--- config.mk ---
export PLATFORM = sky130hd
export DESIGN_NAME = spm_program_loader
export DESIGN_NICKNAME = d
export VERILOG_FILES = /design/src/rtl/spm_loader_pkg.sv /design/src/rtl/spm_csum_acc.sv /design/src/rtl/spm_program_loader.sv
export SDC_FILE = /design/constraint.sdc
export NUM_CORES = 1
export LEC_CHECK = 0
export CAP_MARGIN = 20
export CORE_UTILIZATION = 60
export CTS_CLUSTER_SIZE = 12
export DETAILED_ROUTE_END_ITERATION = 6
export PLACE_DENSITY = 0.86
export SLEW_MARGIN = 25
export SYNTH_ARGS = -nofsm -noshare
export SYNTH_HDL_FRONTEND = slang
export SYNTH_SLANG_ARGS = --single-unit
--- constraint.sdc ---
create_clock -name clk -period 4.2 [get_ports clk]
set_input_delay 0.42 -clock clk [delete_from_list [all_inputs] [get_ports clk]]
set_output_delay 0.42 -clock clk [all_outputs]
set_load 0.02 [all_outputs]
--- src/rtl/spm_loader_pkg.sv ---
// Shared defaults and state encoding for the SPM program loader.
package spm_loader_pkg;

  localparam int         WORD_SIZE_DEF = 8;
  localparam logic [7:0] SYNC_BYTE_DEF = 8'hA5;

  typedef enum logic [2:0] {
    ST_IDLE  = 3'd0,
    ST_ADDR  = 3'd1,
    ST_COUNT = 3'd2,
    ST_DATA  = 3'd3,
    ST_CSUM  = 3'd4,
    ST_RUN   = 3'd5,
    ST_ERR   = 3'd6
  } state_t;

endpackage

--- src/rtl/spm_csum_acc.sv ---
// Modular frame-checksum accumulator; sum_zero tells whether adding din would land on zero.
module spm_csum_acc #(
  parameter int W = 8
) (
  input  logic         clk,
  input  logic         rst,
  input  logic         clr,
  input  logic         add,
  input  logic [W-1:0] din,
  output logic [W-1:0] sum,
  output logic         sum_zero
);

  logic [W-1:0] sum_next;

  assign sum_next = sum + din;
  assign sum_zero = (sum_next == '0);

  always_ff @(posedge clk or negedge rst) begin
    if (!rst) begin
      sum <= '0;
    end else if (clr) begin
      sum <= '0;
    end else if (add) begin
      sum <= sum_next;
    end
  end

endmodule

--- src/rtl/spm_program_loader.sv ---
// Host-link loader: parses SYNC/addr/count/data/checksum frames into SPM external writes
// and holds the CPU in reset until a frame with a good checksum has been written.
//
// state | meaning
// IDLE  | waiting for SYNC, everything else dropped
// ADDR  | next byte is the start address
// COUNT | next byte is the payload length (0 = full memory depth)
// DATA  | payload bytes, one memory write each
// CSUM  | checksum byte; good -> RUN, bad -> ERR
// RUN   | CPU released; SYNC restarts a load
// ERR   | bad checksum seen; CPU held, load_err set until SYNC
module spm_program_loader
  import spm_loader_pkg::*;
#(
  parameter int                   word_size    = WORD_SIZE_DEF,
  parameter logic [word_size-1:0] SYNC_BYTE    = SYNC_BYTE_DEF,
  parameter bit                   RUN_ON_RESET = 1'b0
) (
  input  logic                 clk,
  input  logic                 rst,
  input  logic                 in_valid,
  input  logic [word_size-1:0] in_data,
  output logic                 in_ready,
  output logic                 ext_write,
  output logic [word_size-1:0] address_bus,
  output logic [word_size-1:0] data_bus,
  output logic                 cpu_rst_n,
  output logic                 load_done,
  output logic                 load_err
);

  state_t               state_q, state_d;
  logic [word_size-1:0] ptr_q, ptr_d;
  logic [word_size:0]   rem_q, rem_d;
  logic                 ready_q;
  logic                 wr_d;
  logic [word_size-1:0] addr_d, data_d;
  logic                 cpu_d, done_d, err_d;
  logic                 sum_clr, sum_add, sum_zero;
  logic [word_size-1:0] sum_cur;
  logic                 xfer;

  assign in_ready = ready_q;
  assign xfer     = in_valid & ready_q;

  spm_csum_acc #(.W(word_size)) u_csum (
    .clk      (clk),
    .rst      (rst),
    .clr      (sum_clr),
    .add      (sum_add),
    .din      (in_data),
    .sum      (sum_cur),
    .sum_zero (sum_zero)
  );

  always_ff @(posedge clk or negedge rst) begin
    if (!rst) begin
      state_q     <= ST_IDLE;
      ptr_q       <= '0;
      rem_q       <= '0;
      ready_q     <= 1'b0;
      ext_write   <= 1'b0;
      address_bus <= '0;
      data_bus    <= '0;
      cpu_rst_n   <= RUN_ON_RESET;
      load_done   <= 1'b0;
      load_err    <= 1'b0;
    end else begin
      state_q     <= state_d;
      ptr_q       <= ptr_d;
      rem_q       <= rem_d;
      ready_q     <= 1'b1;
      ext_write   <= wr_d;
      address_bus <= addr_d;
      data_bus    <= data_d;
      cpu_rst_n   <= cpu_d;
      load_done   <= done_d;
      load_err    <= err_d;
    end
  end

  always_comb begin
    state_d = state_q;
    ptr_d   = ptr_q;
    rem_d   = rem_q;
    wr_d    = 1'b0;
    addr_d  = address_bus;
    data_d  = data_bus;
    cpu_d   = cpu_rst_n;
    done_d  = 1'b0;
    err_d   = load_err;
    sum_clr = 1'b0;
    sum_add = 1'b0;

    unique case (state_q)
      ST_IDLE, ST_RUN, ST_ERR: begin
        if (xfer && (in_data == SYNC_BYTE)) begin
          state_d = ST_ADDR;
          cpu_d   = 1'b0;
          err_d   = 1'b0;
          sum_clr = 1'b1;
        end
      end
      ST_ADDR: begin
        if (xfer) begin
          ptr_d   = in_data;
          sum_add = 1'b1;
          state_d = ST_COUNT;
        end
      end
      ST_COUNT: begin
        if (xfer) begin
          // A zero count loads the whole memory, hence the extra bit on rem.
          rem_d   = (in_data == '0) ? {1'b1, {word_size{1'b0}}} : {1'b0, in_data};
          sum_add = 1'b1;
          state_d = ST_DATA;
        end
      end
      ST_DATA: begin
        if (xfer) begin
          wr_d    = 1'b1;
          addr_d  = ptr_q;
          data_d  = in_data;
          ptr_d   = ptr_q + 1'b1;
          rem_d   = rem_q - 1'b1;
          sum_add = 1'b1;
          if (rem_q == {{word_size{1'b0}}, 1'b1}) begin
            state_d = ST_CSUM;
          end
        end
      end
      ST_CSUM: begin
        if (xfer) begin
          if (sum_zero) begin
            state_d = ST_RUN;
            cpu_d   = 1'b1;
            done_d  = 1'b1;
          end else begin
            state_d = ST_ERR;
            err_d   = 1'b1;
          end
        end
      end
      default: begin
        state_d = ST_IDLE;
      end
    endcase
  end

endmodule

==> results.txt, run 1 <==
status - finished, final reports clean
switching share of power - 39.63%
Hold Vio Cnt, Final - 0
Pleak - 1.400 nW
Slew headroom - 38.82%
adder-cell share of the synthesized area - 5.603%
Final Setup Violations - 0
cts hold-fix bufs - 0
initial antenna violation count - 0
clk root buf - clkbuf_8
I/O pins - 32
placed inst area - 0.003103 mm^2
Crit Path Max Fanout - 6
Ys Warns - 0
post-CTS resize count - 0
DP Wirelength - 4547 um
die width - 69.93 um
NetSw - 868.9 uW
CTS tree - yes
Die Ht - 69.93 um
Compound-Gate Fraction of Synth Area - 21.15%
Distinct cells, synth - 61
fmax - 359.3 MHz
routed length on met3 - 366 um
worst setup path category - in -> reg
TNS Setup - 0 ns
EDFF count, synth - 0
share of the synthesized area in the top cell type - 44.28%
Pwr per Cell Area - 677.4 mW/mm^2
fill count - 348
Worst Skew - 0.006641 ns
ys flop type - dfrtp_1
First-pass DRT Iterations - 4
first-pass GRT wire length - 11,520 um
Inserted Clock Buffers - 5
clk buf depth - 2
vias - 2,483
core area - 0.004384 mm^2
largest family of logic cells by synthesized area - simple AND/OR/NAND/NOR gates
Iter 0 DRT Violations - 239
placer congestion estimate - 0.8624
Hold Slack - 0.1901 ns
clock-pin slew on the worst setup and hold paths - 0.10 ns
Met2 Routed Length - 3177 um
# port buffers - 31
Worst-Skew Late Latency - 0.31 ns
final max-slew violation count - 0
part of the power in combinational logic - 44.6%
gr usage total - 29.84%
Post-Syn Area - 0.002769 mm^2
post-route insts no fill - 397
Initial Util - 63.16%
Max-Cap Viols - 0
post-route total power - 2.193 mW
wire per inst - 16.59 um
Final min period - 2.783 ns
Post-Syn Instances - 317
DRC violations left - 0
vias in the first global route - 2,407
Net count, final - 366
P_int - 1.324 mW
Worst EP required - 4.42 ns
Max H-tree Level - 2
Util after Layout - 73.83%
Arr. time, crit path - 3.00 ns
Total Wirelength - 6588 um
DP Cell Count - 389
row count - 24
Final Cell Area - 0.003237 mm^2
DP Worst Slack - 1.098 ns
total grt overflow - 0
top layer in use - met4
Clock Sink Count - 49
Hold/Removal Path Class - in -> async
Critical Path End Type - flip-flop
VDD IR-drop max - 0.0004201 V
mux cell area share after synthesis - 0.3615%
largest net degree at the start of global routing - 50
crit share post-route - 66.27%
RSZ-0062 raised after global routing - no
Clk network pwr share - 18.5%
Synth Register Bits - 49
simple-gate share of the synthesized area - 24.58%
post-synthesis xor/xnor area fraction - 0.9489%
register area share after synthesis - 44.28%
Reg power frac - 36.9%
Synth area leader - dfrtp_1
syn_area_per_cell - 8.735 um^2
total setup buffers inserted after CTS - 0
share of cells above drive strength 1 - 6.087%
crit-path cells - clkdlybuf4s50_1, ha_1, fa_1, a211oi_1, o21bai_1, a221oi_1, nand3_1, o31ai_1
Die ar. - 0.004890 mm^2
antenna cells - 0
slowest CP cell - clkdlybuf4s50_1
Vias/cell - 6.254
Layout area overhead - 16.90%
Worst-Margin Slew - 0.9093 ns
startpoint types - input pin
Async SR Flop Fraction - 100.0%
Max stage delay on crit path - 0.52 ns
DRT antenna net count - 0
final worst slack - 1.417 ns
Post-Route M1 WL - 2936 um
largest cells by area after synthesis - dfrtp_1 44%, nand2_1 9.2%, ha_1 4.5%
Net Count, Synth - 339
==> cells by family (layout without fill, tap and decap cells) <==
family | after synthesis | after routing
other cells | 1 | 1
fa+ha+maj | 12 | 12
flops | 49 | 49
xor+xnor | 3 | 3
mux | 1 | 1
compound gates | 89 | 89
buf+inv | 21 | 49
simple gates | 141 | 141
==> synth_stat cells (2+ instances only) <==
library cell	number
nor3b_1	7
a31oi_1	5
o21ai_0	24
a211oi_1	2
xor2_1	2
nor3_1	8
nand3_1	9
a21oi_1	20
nor2_1	20
nor4b_1	2
a22oi_1	3
buf_2	2
a32o_1	2
a22o_1	5
nand2_1	68
ha_1	10
inv_1	7
or4_4	2
and3_1	4
nor4_1	2
o22ai_1	5
or2_2	2
o31ai_1	2
clkbuf_1	10
a221oi_1	3
nand4_1	2
nor2b_1	2
or3_1	2
o21bai_1	2
dfrtp_1	49
o21a_1	2
or4_1	3
==> power by group through the flow <==
stage | Sequential [mW] | Combinational [mW] | Clock, mW
5_1_grt | 0.836 | 1.10 | 0.424
3_3_place_gp | 0.808 | 0.941 | 0
6_report | 0.809 | 0.979 | 0.405
2_1_floorplan | 0.859 | 0.613 | 0
3_5_place_dp | 0.814 | 0.972 | 0
4_1_cts | 0.807 | 0.977 | 0.408
==> sequential cells by signal, indices dropped and copies added, names as in the netlist <==
name,count
u_csum.sum,8
ext_write,1
data_bus,8
state_q,3
load_err,1
in_ready,1
ptr_q,8
cpu_rst_n,1
load_done,1
rem_q,9
address_bus,8
==> critical path: cells and delay by family <==
family                     cells  cell delay, ns
AOI/OAI and AO/OA              4            1.14
adders and majority gates      2            0.72
buffers and inverters          1            0.52
and+or+nand+nor                1            0.21
==> path summary, 6_finish.rpt <==
check / start / to / slack (ns) / depth (start not counted)
worst max-delay path: in_data[0] / cpu_rst_n / 1.42 / 8
worst min-delay path: rst / address_bus[4] / 0.19 / 2
worst max register to register: u_csum.sum[0] / cpu_rst_n / 1.73 / 7
worst min register to register: address_bus[7] / address_bus[7] / 0.48 / 2
max in group asynchronous: rst / rem_q[5] / 3.57 / 2
min in group clk: address_bus[7] / address_bus[7] / 0.48 / 2
==> per-layer routing <==
layer / global-route usage, % / vias up
met4: 12.89 / 0
met5: 0 / -
met1: 40.73 / 1191
li1: - / 1200
met2: 47.97 / 81
met3: 3.896 / 11
==> layout by cell type (no fill, tap or decap), types with 3 or more instances in the layout <==
master	instances
ha_1	10
inv_1	7
clkdlybuf4s50_1	30
or4_1	3
a21oi_1	20
o22ai_1	5
nand2_1	68
nor3b_1	7
nor2_1	20
a22o_1	5
a221oi_1	3
a22oi_1	3
clkbuf_8	5
o21ai_0	24
nand3_1	9
and3_1	4
a31oi_1	5
dfrtp_1	49
nor3_1	8
==> area by class of cell <==
cell class | instances | area [um^2] | area share, %
timing repair buffer | 33 | 320.3 | 9.896
sequential | 49 | 1226 | 37.88
inverter | 8 | 30.03 | 0.9277
tap | 52 | 65.06 | 2.010
clock buffer | 5 | 68.82 | 2.126
multi-input combinational | 247 | 1461 | 45.15
clock inverter | 3 | 65.06 | 2.010
No activity file was read; power rests on OpenSTA's default activity.
==> run 2: changes to the inputs <==
--- a/config.mk
+++ b/config.mk
@@ -6,10 +6,10 @@
 export NUM_CORES = 1
 export LEC_CHECK = 0
 export CAP_MARGIN = 20
-export CORE_UTILIZATION = 60
+export CORE_UTILIZATION = 51
 export CTS_CLUSTER_SIZE = 12
 export DETAILED_ROUTE_END_ITERATION = 6
-export PLACE_DENSITY = 0.86
+export PLACE_DENSITY = 0.78
 export SLEW_MARGIN = 25
 export SYNTH_ARGS = -nofsm -noshare
 export SYNTH_HDL_FRONTEND = slang
==> constraint.sdc (replaced) <==
create_clock -name clk -period 2.35 [get_ports clk]
set_input_delay 0.235 -clock clk [delete_from_list [all_inputs] [get_ports clk]]
set_output_delay 0.235 -clock clk [all_outputs]
set_load 0.02 [all_outputs]
==> run 2 against run 1 <==
- register-to-register slack got worse by 1.6 ns
- critical path depth is the same
- global-route usage fell by 4.0 points
- sequential share of layout area decreased by 2.4 points
- first-iteration DRC count decreased by 15%
- die area rose by 17%
- sequential power is 79% higher
- cell count rose by 12%
- clock power up 21%
- cell area increased by 6.7%
- critical path type unchanged
- critical endpoint is now state_q[0]
==> results.txt, run 2 (same netlist as run 1, synthesis figures left out) <==
VDD IR-drop max - 0.0006221 V (+48%)
Net count, final - 396 (+8.2%)
row count - 26 (+8.3%)
# port buffers - 31 (unchanged)
crit share post-route - 96.45%
Final min period - 2.267 ns
Pwr per Cell Area - 1140 mW/mm^2 (+68%)
Reg with most FFs - rem_q
Slew headroom - 51.08% (+12 points)
DP Cell Count - 437 (+12%)
startpoint types - input pin
final max-slew violation count - 0 (unchanged)
status - finished, final reports clean
Max-Cap Viols - 0 (unchanged)
clock-pin slew on the worst setup and hold paths - 0.09 ns (about the same)
Clock Sink Count - 49 (unchanged)
cts hold-fix bufs - 0 (unchanged)
Die ar. - 0.005728 mm^2 (+17%)
DRT antenna net count - 0 (unchanged)
Max H-tree Level - 2 (unchanged)
core area - 0.005172 mm^2 (+18%)
antenna cells - 0 (unchanged)
Inserted Clock Buffers - 5 (unchanged)
fmax - 441.2 MHz
DP Wirelength - 4946 um (+8.8%)
Vias/cell - 5.733 (-8.3%)
vias - 2,551 (+2.7%)
Worst-Margin Slew - 0.7338 ns (-0.1755 ns)
Total Wirelength - 6827 um (+3.6%)
post-route insts no fill - 445 (+12%)
DP Worst Slack - -0.3897 ns (-1.487 ns)
fill count - 428 (+23%)
crit-path cells - clkdlybuf4s50_1, ha_1, fa_2, xor2_1, or3_1, a221oi_2, nand3_2, o31ai_2
clk buf depth - 2 (unchanged)
gr usage total - 25.86% (-4.0 points)
first-pass GRT wire length - 11,080 um (-3.8%)
TNS Setup - 0 ns (unchanged)
wire per inst - 15.34 um (-7.6%)
Arr. time, crit path - 2.48 ns (-0.52 ns)
Hold/Removal Path Class - in -> async
Iter 0 DRT Violations - 202 (-15%)
First-pass DRT Iterations - 5 (+1)
clk root buf - clkbuf_8
post-route total power - 3.937 mW (+80%)
Initial Util - 53.53% (-9.6 points)
DRC violations left - 0 (unchanged)
placed inst area - 0.003351 mm^2 (+8.0%)
Critical Path End Type - flip-flop
slowest CP cell - clkdlybuf4s50_1
largest net degree at the start of global routing - 50 (unchanged)
FF-to-FF Start - u_csum.sum[0]
Max stage delay on crit path - 0.44 ns (-0.08 ns)
Worst EP required - 2.57 ns (-1.85 ns)
commonest non-fill, non-tap cell in the layout - nand2_1
I/O pins - 32 (unchanged)
die width - 75.69 um (+8.2%)
Util after Layout - 66.76% (-7.1 points)
worst setup path category - in -> reg
total grt overflow - 0 (unchanged)
vias in the first global route - 2,349 (-2.4%)
FF/Latch Area - 0.001226 mm^2 (unchanged)
crit path from - in_data[0]
Hold Vio Cnt, Final - 0 (unchanged)
Pleak - 1.515 nW (+8.2%)
initial antenna violation count - 0 (unchanged)
Die Ht - 75.69 um (+8.2%)
Final Setup Violations - 0 (unchanged)
final worst slack - 0.08338 ns (-1.333 ns)
Worst-Skew Late Latency - 0.31 ns (about the same)
worst path bufs/invs - 1 (unchanged)
most frequent cells in the layout - 68 x nand2_1, 49 x dfrtp_1, 32 x buf_4
Crit path max-delay family - adder cells
Final Cell Area - 0.003453 mm^2 (+6.7%)
max reg flops - 9 (unchanged)
area of the multi-input gates - 0.001480 mm^2 (+1.3%)
Hold Slack - 0.02793 ns (-0.1621 ns)
Worst Skew - 0.01077 ns (+0.004129 ns)
placer congestion estimate - 0.8978 (+4.1%)
Layout area overhead - 24.72%
share of cells above drive strength 1 - 14.13% (+8.0 points)
CTS tree - yes
Crit Path Max Fanout - 3 (-3)
[run 2: area by class of cell]
cell class	instances	share of cell area (%)
Clock buffer	7	2.210
Timing Repair Buffer	63	15.80
Multi-Input combinational cell	247	42.86
Tap cell	70	2.536
Sequential cell	49	35.51
Clock inverter	1	0.2174
Inverter	8	0.8696
[run 2: per-layer routing]
metal  routed length [um]  part of all wire (%)  track usage [%]  up-vias
li1                     -                     -                -     1259
met1                 3131                    46            35.22     1222
met2                 3313                    49            43.65       64
met3                  319                   4.7            3.571        6
met4                   62                  0.91            6.584        0
met5                    0                     0                0        -
[run 2: repair_timing]
action	4_1_cts	5_1_grt
setup buffers	0	0
gates resized for setup	2	2
setup endpoints to repair	3	3
pin swaps	0	2
[run 2: power by group]
part           total [mW]  leakage (nW)  switching [mW]  internal, mW
logic                1.99         0.881            1.04         0.955
registers            1.45         0.595           0.284          1.17
clock network       0.492        0.0385           0.281         0.211
total                3.94          1.51            1.60          2.33
[run 2: worst paths after layout]
kind | endpoint | slack, ns | cells after the start
worst min register to register | address_bus[3] | 0.48 | 2
worst min-delay path | data_bus[3] | 0.03 | 2
worst max register to register | state_q[0] | 0.08 | 7
worst max-delay path | state_q[0] | 0.08 | 8
max in group asynchronous | state_q[2] | 1.91 | 2
min in group clk | address_bus[3] | 0.48 | 2
==> run 3: changes to the inputs <==
--- a/config.mk
+++ b/config.mk
@@ -6,10 +6,11 @@
 export NUM_CORES = 1
 export LEC_CHECK = 0
 export CAP_MARGIN = 20
-export CORE_UTILIZATION = 51
+export CORE_UTILIZATION = 52
+export CTS_BUF_LIST = sky130_fd_sc_hd__clkbuf_4 sky130_fd_sc_hd__clkbuf_8
 export CTS_CLUSTER_SIZE = 12
 export DETAILED_ROUTE_END_ITERATION = 6
-export PLACE_DENSITY = 0.78
+export PLACE_DENSITY = 0.79
 export SLEW_MARGIN = 25
 export SYNTH_ARGS = -nofsm -noshare
 export SYNTH_HDL_FRONTEND = slang
==> run 3 against run 2 <==
- clock skew decreased by 0.0033 ns
- routed wire length increased by 5.5%
- non-clock buffer count increased by 6
- critical endpoint is now cpu_rst_n
- register-to-register slack got worse by 0.05 ns
- fmax decreased by 2.1%
- count of clock-buffer cells in the layout decreased by 2
- global-route usage increased by 1.4 points
- first-iteration DRC count increased by 15%
- largest cell class unchanged
- via count increased by 5.9%
- cell area increased by 2.6%
- sequential share of layout area decreased by 0.89 points
- clock power increased by 7.3%
==> results.txt, run 3 (same netlist as run 1, synthesis figures left out) <==
status - finished, final reports clean
Pwr per Cell Area - 1164 mW/mm^2 (+2.1%)
Final Setup Violations - 0 (unchanged)
VDD IR-drop max - 0.0006662 V (+7.1%)
Initial Util - 54.21% (+0.68 points)
crit share post-route - 98.51% (+2.1 points)
gr busiest metal - met2
vias in the first global route - 2,495 (+6.2%)
FF-to-FF Start - u_csum.sum[0]
Pleak - 1.560 nW (+3.0%)
Arr. time, crit path - 2.54 ns (+0.06 ns)
vias - 2,701 (+5.9%)
Net count, final - 402 (+1.5%)
Util after Layout - 69.35% (+2.6 points)
Worst-Skew Late Latency - 0.31 ns (about the same)
core area - 0.005107 mm^2 (-1.3%)
DRC violations left - 0 (unchanged)
Hold Vio Cnt, Final - 0 (unchanged)
Max stage delay on crit path - 0.40 ns (-0.04 ns)
Inserted Clock Buffers - 5 (unchanged)
Layout area overhead - 27.93%
DRT antenna net count - 0 (unchanged)
initial antenna violation count - 0 (unchanged)
antenna cells - 0 (unchanged)
die width - 74.97 um (-0.94%)
Worst EP required - 2.57 ns (about the same)
fmax - 432.0 MHz (-2.1%)
total grt overflow - 0 (unchanged)
Max H-tree Level - 2 (unchanged)
max reg flops - 9 (unchanged)
Reg power frac - 35.3% (-1.6 points)
DP Wirelength - 5064 um (+2.4%)
P_int - 2.427 mW (+3.9%)
NetSw - 1.698 mW (+6.0%)
wire per inst - 15.97 um (+4.1%)
met3 GRT Util - 4.418% (+0.85 points)
slowest CP cell - dfrtp_1
Crit Path Max Fanout - 3 (unchanged)
post-route insts no fill - 451 (+1.3%)
CTS tree - yes
Worst Skew - 0.007462 ns (-0.003308 ns)
switching share of power - 41.17% (+0.47 points)
commonest non-fill, non-tap cell in the layout - nand2_1
gr usage total - 27.30% (+1.4 points)
part of the power in combinational logic - 51.9% (+1.3 points)
Max-Cap Viols - 0 (unchanged)
most frequent cells in the layout - 68 x nand2_1, 49 x dfrtp_1, 36 x buf_4
crit-path cells - ha_1, fa_2, xor2_1, or3_1, a221oi_2, nand3_2, o31ai_2
Die ar. - 0.005621 mm^2 (-1.9%)
placer congestion estimate - 0.8989 (+0.12%)
share of cells above drive strength 1 - 16.54% (+2.4 points)
final max-slew violation count - 0 (unchanged)
area of the multi-input gates - 0.001499 mm^2 (+1.3%)
startpoint types - flip-flop
crit path from - u_csum.sum[0]
clock-pin slew on the worst setup and hold paths - 0.10 ns (about the same)
First-pass DRT Iterations - 5 (unchanged)
Die Ht - 74.97 um (-0.94%)
Total Wirelength - 7203 um (+5.5%)
Critical Path End Type - flip-flop
Iter 0 DRT Violations - 233 (+15%)
FF/Latch Area - 0.001226 mm^2 (unchanged)
Hold/Removal Path Class - in -> async
Final min period - 2.315 ns (+0.04837 ns)
worst setup path category - reg -> reg
Slew headroom - 51.11% (about the same)
Worst-Margin Slew - 0.7333 ns (-0.0005060 ns)
first-pass GRT wire length - 11,600 um (+4.7%)
clk root buf - clkbuf_8
Reg with most FFs - rem_q
Clk network pwr share - 12.8% (+0.3 points)
GR Layer Usage met1 - 36.43% (+1.2 points)
met2 Usage GRT - 45.15% (+1.5 points)
fill count - 418 (-2.3%)
largest net degree at the start of global routing - 27 (-46%)
I/O pins - 32 (unchanged)
Clock Sink Count - 49 (unchanged)
Vias/cell - 5.989 (+4.5%)
row count - 26 (unchanged)
# port buffers - 31 (unchanged)
DP Cell Count - 441 (+0.92%)
clk buf depth - 2 (unchanged)
==> run 3: cell count changes in the layout (fill, tap and decap cells not counted), sizes merged <==
cell / before / now
dlygate4sd3: 0 / 1
clkbuf: 7 / 5
buf: 33 / 38
inv: 8 / 10
==> run 3: final timing paths <==
path / end / slack [ns] / depth (start not counted)
worst max-delay path: cpu_rst_n / 0.04 / 7
worst min-delay path: address_bus[4] / 0.44 / 2
worst max register to register: cpu_rst_n / 0.04 / 7
worst min register to register: address_bus[5] / 0.49 / 2
max in group asynchronous: u_csum.sum[1] / 1.37 / 3
min in group clk: address_bus[5] / 0.49 / 2
==> run 3: what timing repair did <==
action	CTS	global route
hold buffers	1	0
endpoints found under the setup margin	3	5
pin swaps	1	3
endpoints found under the hold margin	23	0
buffers inserted	0	1
resized for setup	2	7
==> run 3: power by group through the flow <==
| stage | registers, mW | clock network, mW | logic, mW |
|---|---|---|---|
| floorplan | 1.53 | 0 | 1.10 |
| global placement | 1.45 | 0 | 1.96 |
| detailed placement | 1.46 | 0 | 2.02 |
| CTS | 1.45 | 0.538 | 2.06 |
| global route | 1.49 | 0.575 | 2.37 |
| finish | 1.46 | 0.528 | 2.14 |
==> run 3: per-stage QoR <==
stage	area [um^2]	hold slack, ns	worst slack (ns)	power (mW)	setup TNS [ns]
after floorplan	2769	-0.06059	0.1659	2.631	0
after global placement	3393	0.2534	-0.2998	3.413	-2.507
after detailed placement	3393	0.2519	-0.4077	3.488	-3.244
after CTS	3508	0.4529	0.04499	4.048	0
after global routing	3542	0.5050	-0.07964	4.437	-0.1250
final	3542	0.4412	0.03501	4.124	0
==> run 3: area by class of cell <==
cell class,instances,share of cell area (%)
tap,70,2.473
clock buffer,5,1.943
inverter,8,0.8478
sequential,49,34.62
clock inverter,3,0.7065
multi-input combinational,247,42.32
timing repair buffer,69,17.10
==> run 3: worst max-delay path, delay by kind of cell, from the launching register on <==
kind                     cells  cell delay, ns
AO/OA/AOI/OAI                2            0.58
AND/OR/NAND/NOR              2            0.50
XOR/XNOR                     1            0.17
flip-flops                   1            0.40
adder cells (fa/ha/maj)      2            0.57
==> run 3: per-layer routing <==
metal  part of all wire (%)  wire length, um  vias up
met1                     44             3175     1319
met5                      0                0        -
met2                     49             3510       87
met3                    5.1              369       16
li1                       -                -     1279
met4                    2.1              148        0
